`src/rtl/if_id_fifo.sv`:
```
// IF/ID instruction queue: lets fetch run up to DEPTH entries ahead of decode.
// An empty queue presents a zero (NOP) bubble on the ID side.
module if_id_fifo #(
  parameter  int PC_W         = 32,
  parameter  int INST_W       = 32,
  parameter  int DEPTH        = 4,
  parameter  int STALL_W      = 6,
  parameter  int ID_STALL_BIT = 2,
  localparam int CNT_W        = $clog2(DEPTH) + 1
) (
  input  logic               clk,
  input  logic               rst,
  input  logic [STALL_W-1:0] stall,
  input  logic               flush,
  input  logic               if_valid,
  input  logic [PC_W-1:0]    if_pc,
  input  logic [INST_W-1:0]  if_inst,
  output logic               if_ready,
  output logic               id_valid,
  output logic [PC_W-1:0]    id_pc,
  output logic [INST_W-1:0]  id_inst,
  output logic [CNT_W-1:0]   count
);

  localparam int PTR_W = $clog2(DEPTH);
  localparam logic [CNT_W-1:0] FULL_CNT = CNT_W'(DEPTH);

  typedef struct packed {
    logic [PC_W-1:0]   pc;
    logic [INST_W-1:0] inst;
  } entry_t;

  entry_t             mem_q [DEPTH];
  logic [PTR_W-1:0]   wr_q, wr_d;
  logic [PTR_W-1:0]   rd_q, rd_d;
  logic [CNT_W-1:0]   cnt_q, cnt_d;
  logic               push;
  logic               pop;
  logic               id_stall;
  entry_t             head;

  // Only the ID bit of the stall vector matters here.
  logic               stall_unused;
  assign stall_unused = ^stall;
  assign id_stall     = stall[ID_STALL_BIT];

  assign if_ready = (cnt_q != FULL_CNT) && !flush && !rst;
  assign id_valid = (cnt_q != '0);
  assign push     = if_valid && if_ready;
  assign pop      = id_valid && !id_stall;

  assign head     = mem_q[rd_q];
  assign id_pc    = id_valid ? head.pc   : '0;
  assign id_inst  = id_valid ? head.inst : '0;
  assign count    = cnt_q;

  always_comb begin
    wr_d  = wr_q;
    rd_d  = rd_q;
    cnt_d = cnt_q;
    if (flush) begin
      wr_d  = '0;
      rd_d  = '0;
      cnt_d = '0;
    end else begin
      wr_d = wr_q + PTR_W'(push);
      rd_d = rd_q + PTR_W'(pop);
      unique case ({push, pop})
        2'b10:   cnt_d = cnt_q + CNT_W'(1);
        2'b01:   cnt_d = cnt_q - CNT_W'(1);
        default: cnt_d = cnt_q;
      endcase
    end
  end

  always_ff @(posedge clk) begin
    if (rst) begin
      wr_q  <= '0;
      rd_q  <= '0;
      cnt_q <= '0;
    end else begin
      wr_q  <= wr_d;
      rd_q  <= rd_d;
      cnt_q <= cnt_d;
    end
  end

  // Payload storage is never cleared; id_valid masks stale entries.
  always_ff @(posedge clk) begin
    if (push) begin
      mem_q[wr_q] <= '{pc: if_pc, inst: if_inst};
    end
  end

endmodule

```
`config.mk`:
```
export PLATFORM = sky130hd
export DESIGN_NAME = if_id_fifo
export DESIGN_NICKNAME = d
export VERILOG_FILES = /design/src/rtl/if_id_fifo.sv
export SDC_FILE = /design/constraint.sdc
export NUM_CORES = 1
export LEC_CHECK = 0
export ABC_CLOCK_PERIOD_IN_PS = 19100
export CAP_MARGIN = 0
export CORE_MARGIN = 2
export CORE_UTILIZATION = 45
export DETAILED_ROUTE_END_ITERATION = 8
export PLACE_DENSITY = 0.72
export SYNTH_ARGS = -nofsm -noshare
export SYNTH_HDL_FRONTEND = slang
export SYNTH_SLANG_ARGS = --single-unit
```
`constraint.sdc`:
```
create_clock -name clk -period 19.1 [get_ports clk]
set_input_delay 1.91 -clock clk [delete_from_list [all_inputs] [get_ports clk]]
set_output_delay 1.91 -clock clk [all_outputs]
set_load 0.005 [all_outputs]
```
; ---- Word-level counts from Yosys, hierarchy flattened
; Memory sizes are Yosys's and may differ from the RTL's. A register that Yosys moved wholly into a read port is not among the register bits.
; Cells that the tools add are included.
[totals]
elab_cells = 27
output_inout_bits = 69
n_memories = 1
mem_bits_rw = 256
inputBits = 74
register_bits = 7
[mem_list]
columns = memory, depth, width, read_ports, rd_ports_with_merged_regs, wr, line
row1 = mem_q, 4, 64, 1, 1, 1, 33  ; entry_t mem_q [DEPTH];
[classes]
addsub = 4
n_reduce_logical = 10
mux = 6
eq_ne = 3
[op_table]
columns = cell, n
row1 = 32-bit two-way mux, 2
row2 = 3-bit case mux with 2 select lines, 1
row3 = 2-bit by 1-bit adder with 2-bit output, 2
row4 = 1-bit logical AND, 4
row5 = 3-bit by 1-bit adder with 3-bit output (second input constant), 1
row6 = 1-bit zero test, 3
row7 = 3-bit != test (second input constant), 1
row8 = 3-bit nonzero test, 1
row9 = 3-bit by 1-bit subtractor with 3-bit output (second input constant), 1
row10 = 2-bit by 1-bit equality test with 1-bit output (second input constant), 1
row11 = 2-bit equality test (second input constant), 1
row12 = 1-bit two-way mux, 2
row13 = 2-bit two-way mux, 1
row14 = 2-bit nonzero test, 1
row15 = 2-bit OR reduction, 1

; ---- Depth between registers and ports, before layout
[logic_depth]
word_depth = 6
depth_mapped = 9
mapped_depth_nobuf = 8

; ---- Worst setup path after synthesis
; Ideal clock, no wire load.
[synth_path]
path_type = input to register
start = in flush
end = mem mem_q[2][0] (netlist bit) (enable)
n_path_buf = 1
t_arrival_ns = 7.295
required_ns = 18.522
setup_time_ns = 0.578
setup_slack_ns = 11.227
path_stages = 4
cell_sequence = or2_1 > buf_2 > a211o_4 > nor3b_1
[synth_via]
elab_chain_len = 6
[synth_rtl]
columns = element, line
row1 = "start, declared", 14  ; input logic flush,
row2 = 1-bit zero test, 47  ; assign if_ready = (cnt_q != FULL_CNT) && !flush && !rst;
row3 = 1-bit logical AND (2 in a row), 47
row4 = 1-bit logical AND, 49  ; assign push = if_valid && if_ready;
row5 = 1-bit two-way mux, 90  ; if (push) begin
row6 = 1-bit two-way mux (implied by the code), 91  ; mem_q[wr_q] <= '{pc: if_pc, inst: if_inst};
row7 = "end, declared", 33
; No other way between the ends.

; ---- Worst setup path after layout
[layout_path]
start = in flush
end = out if_ready
[layout_via]
elab_chain_len = 3
[layout_rtl]
columns = element, line
row1 = 1-bit zero test, 47
row2 = 1-bit logical AND (2 in a row), 47
row3 = "end, declared", 18  ; output logic if_ready,
; No other way between the ends.

==> flow_results.xml <==
<?xml version="1.0" encoding="UTF-8"?>
<metrics>
  <group name="run_status">
    <metric name="outcome" unit="">finished, final reports clean</metric>
  </group>
  <group name="setup_path">
    <metric name="timing.critical_path.from_type" unit="">input pin</metric>
    <metric name="worstSetupStartpoint" unit="">flush</metric>
    <metric name="r2r_start" unit="">count[0]$_SDFFE_PP0P_</metric>
    <metric name="path_class" unit="">in2out</metric>
    <metric name="timing.reg2reg.worst_path_depth" unit="">8</metric>
    <metric name="cell_by_cell_trace_of_the_critical_path" unit="">clkdlybuf4s50_1 &gt; or2_1 &gt; a21oi_1 &gt; clkdlybuf4s50_1</metric>
    <metric name="critical_path.n_buffers_inverters" unit="">2</metric>
    <metric name="worstReg2RegEnd" unit="">count[2]$_SDFFE_PP0P_</metric>
    <metric name="critical_path.most_common_cell" unit="">clkdlybuf4s50_1</metric>
    <metric name="cp_max_fo" unit="">7</metric>
    <metric name="critPathArrivalTime" unit="ps">3320</metric>
    <metric name="crit_family" unit="">buffers and inverters</metric>
    <metric name="setup.worst_path.end_class" unit="">primary output</metric>
    <metric name="critical_path.max_stage_delay" unit="ps">510</metric>
    <metric name="reg2reg_slack" unit="ps">16120</metric>
    <metric name="crit_required" unit="ps">17190</metric>
    <metric name="cp_slowest_cell" unit="">clkdlybuf4s50_1</metric>
  </group>
  <group name="yosys">
    <metric name="synthCells" unit="">449</metric>
    <metric name="synthDistinctLibCells" unit="">25</metric>
    <metric name="post_synth_instance_area" unit="um^2">10100</metric>
    <metric name="postSynth.topFlopCell" unit="">edfxtp_1</metric>
    <metric name="synth_area_per_cell" unit="um^2">22.6</metric>
    <metric name="synth_seq_area_share" unit="">0.773</metric>
    <metric name="synth.ff_latch_count" unit="">263</metric>
    <metric name="synth_net_count" unit="">527</metric>
    <metric name="ys_warn_count" unit="">0</metric>
    <metric name="share_of_synthesized_registers_carrying_an_async_set_or_reset" unit="">0</metric>
    <metric name="synth_enable_flop_cells" unit="">256</metric>
  </group>
  <group name="routing">
    <metric name="wl_per_cell" unit="um">19.9</metric>
    <metric name="vias_after_detailed_routing" unit="">4783</metric>
    <metric name="detail_route.wirelength" unit="mm">18.0</metric>
    <metric name="antenna_violating_nets_post_route" unit="">0</metric>
    <metric name="drt-vias-per-instance" unit="">5.30</metric>
    <metric name="first_pass_iters" unit="">4</metric>
    <metric name="route.detailed.drc" unit="">0</metric>
    <metric name="drtIter0Drc" unit="">224</metric>
  </group>
  <group name="power_and_ir_drop">
    <metric name="switching_power" unit="uW">216</metric>
    <metric name="p_per_area" unit="nW/um^2">92.5</metric>
    <metric name="vdd_ir_drop_max" unit="mV">0.0647</metric>
    <metric name="power.share.clock" unit="">0.416</metric>
    <metric name="internal-power" unit="uW">948</metric>
    <metric name="pleak" unit="nW">3.95</metric>
    <metric name="swShare" unit="">0.186</metric>
    <metric name="seq_power_share" unit="">0.549</metric>
    <metric name="power.share.combinational" unit="">0.035</metric>
  </group>
  <group name="floorplanning">
    <metric name="die-area" unit="um^2">23700</metric>
    <metric name="design.core.area" unit="um^2">22000</metric>
    <metric name="initial_core_util" unit="">0.461</metric>
    <metric name="rows" unit="">54</metric>
    <metric name="die_h" unit="um">154</metric>
    <metric name="die_w" unit="um">154</metric>
    <metric name="pin_count" unit="">143</metric>
  </group>
  <group name="grt">
    <metric name="grt_pass1_wl" unit="mm">28.4</metric>
    <metric name="grt_use_met1" unit="">0.185</metric>
    <metric name="globalRouteMet2Util" unit="">0.283</metric>
    <metric name="grt_use_total" unit="">0.154</metric>
    <metric name="antenna_found_initial" unit="">0</metric>
    <metric name="use_met3" unit="">0.0287</metric>
    <metric name="maximum_number_of_pins_on_one_net_before_global_route_repair" unit="">67</metric>
    <metric name="grt_remaining_overflow" unit="">0</metric>
    <metric name="busiest_layer" unit="">met2</metric>
    <metric name="first_global_vias" unit="">5196</metric>
  </group>
  <group name="final_layout">
    <metric name="area.growth.synth_to_final" unit="%">24.2</metric>
    <metric name="num_antenna_cells" unit="">0</metric>
    <metric name="drive_above_1_share" unit="">0.183</metric>
    <metric name="final_cell_mix" unit="">edfxtp_1 (256), clkdlybuf4s50_1 (137), and2_1 (66)</metric>
    <metric name="n_fill_cell" unit="">1625</metric>
    <metric name="final_net_count" unit="">680</metric>
    <metric name="mostFrequentLayoutCell" unit="">edfxtp_1</metric>
  </group>
  <group name="hold_path">
    <metric name="worstHoldPathCells" unit="">2</metric>
    <metric name="hold_class" unit="">reg2reg</metric>
    <metric name="hold_path_end" unit="">count[2]$_SDFFE_PP0P_</metric>
    <metric name="min-delay-start" unit="">count[2]$_SDFFE_PP0P_</metric>
  </group>
  <group name="clock_tree">
    <metric name="clock_insertion_delay_worst_skew" unit="ps">530</metric>
    <metric name="cts-root-to-sink-buffers" unit="">3</metric>
    <metric name="cts.htree.levels" unit="">1</metric>
    <metric name="ctsResizeCount" unit="">0</metric>
    <metric name="cts_num_sinks" unit="">263</metric>
    <metric name="tritoncts" unit="">yes</metric>
    <metric name="post_cts_hold_buffer_count" unit="">0</metric>
    <metric name="clk_root_buffer_cell" unit="">clkbuf_16</metric>
    <metric name="cts.clk_slew.worst_paths" unit="ps">60</metric>
    <metric name="tritoncts.num_buffers" unit="">27</metric>
    <metric name="cts_post_setup_buffers_inserted" unit="">0</metric>
  </group>
  <group name="sta">
    <metric name="hold_viol_final" unit="">0</metric>
    <metric name="max_slew.worst_pin.slew" unit="ps">1140</metric>
    <metric name="final.min_clock_period" unit="ps">5230</metric>
    <metric name="setup_viol" unit="">0</metric>
    <metric name="fin_worst_hold_slack" unit="ps">555</metric>
    <metric name="setup_repair_after_global_routing_missed_its_margin" unit="">no</metric>
    <metric name="final_max_slew_viol_count" unit="">0</metric>
    <metric name="final.setup.tns" unit="ps">0</metric>
    <metric name="maximum_clock_rate" unit="GHz">0.191</metric>
    <metric name="maxSlewHeadroom" unit="">0.238</metric>
    <metric name="timing.final.crit_share" unit="">0.274</metric>
    <metric name="worst_clock_skew" unit="ps">22.4</metric>
  </group>
  <group name="run">
    <metric name="number_of_max_capacitance_violations_reported" unit="">0</metric>
  </group>
  <group name="placed_design">
    <metric name="place.port_buffers" unit="">137</metric>
    <metric name="place_hpwl" unit="mm">10.5</metric>
    <metric name="finalWeightedCongestion" unit="">0.769</metric>
  </group>
</metrics>
[worst reg2reg max path, delay by kind of cell, from the launching register on]
family | cells | cell delay [ps]
adder cells (fa/ha/maj) | 2 | 600
flip-flops | 1 | 420
buffers and inverters | 1 | 60
AO/OA/AOI/OAI | 1 | 150
AND/OR/NAND/NOR | 3 | 1520
XOR/XNOR | 1 | 160
[metal layers]
metal,share of wire,vias up
met5,0,-
met4,0.022,0
met3,0.043,29
met2,0.53,122
met1,0.40,2497
li1,-,2135
[worst max-delay path by stage]
stage,endpoint,slack [ps],depth (start not counted)
final,if_ready,13870,4
after global routing,id_pc[0],13670,4
after CTS,id_pc[0],13780,4
after detailed placement,if_ready,13850,4
after global placement,if_ready,13870,4
after floorplan,mem_q[2][0]$_DFFE_PP_,11230,4
[layout make-up]
type,count,area [um^2],area share
Multi-Input combinational cell,159,2110,0.168
Timing Repair Buffer,146,1440,0.114
Clock inverter,17,130,0.0103
Clock buffer,33,698,0.0555
Sequential cell,263,7840,0.623
Inverter,5,18.8,0.00149
Tap cell,280,350,0.0278
[power groups by stage]
stage | registers [mW] | logic (mW) | clock network (mW)
CTS | 0.639 | 0.0414 | 0.500
finish | 0.639 | 0.0407 | 0.484
floorplan | 0.652 | 0.0128 | 0
global placement | 0.651 | 0.0398 | 0
global route | 0.639 | 0.0441 | 0.521
detailed placement | 0.651 | 0.0412 | 0
[through the flow]
step	instances	total power [mW]	instance area, um^2	utilization	setup slack [ps]
finish	903	1.16	12600	0.573	13870
global route	903	1.20	12600	0.573	13670
CTS	903	1.18	12600	0.573	13780
detailed placement	853	0.693	11800	0.535	13850
global placement	853	0.691	11800	0.535	13870
floorplan	449	0.665	10100	-	11230
[sequential cells by signal (all words and copies together), names as in the netlist]
name,count
mem_q,256
count,3
wr_q,2
rd_q,2
[cell usage after synthesis, types with 2 or more instances]
cell | count | area, um^2
clkbuf_1 | 7 | 26.3
ha_1 | 3 | 37.5
xor2_1 | 2 | 17.5
edfxtp_1 | 256 | 7690
a21oi_1 | 3 | 15.0
mux4_1 | 4 | 105
xnor2_1 | 2 | 17.5
and2_1 | 66 | 413
buf_2 | 8 | 40.0
nor2_1 | 8 | 30.0
or3_1 | 2 | 12.5
inv_1 | 5 | 18.8
buf_12 | 6 | 120
dfxtp_1 | 7 | 140
mux4_2 | 60 | 1350
[kinds of logic after synthesis]
family                     Yosys count  share of synthesized area
DFF                                263                      0.773
muxes                               64                      0.144
buffers and inverters               27                     0.0214
AOI/OAI and AO/OA                    5                    0.00371
xor gates and xnor gates             4                    0.00346
and+or+nand+nor                     82                     0.0490
adders and majority gates            4                    0.00568
Power figures use the tool's default switching activity.
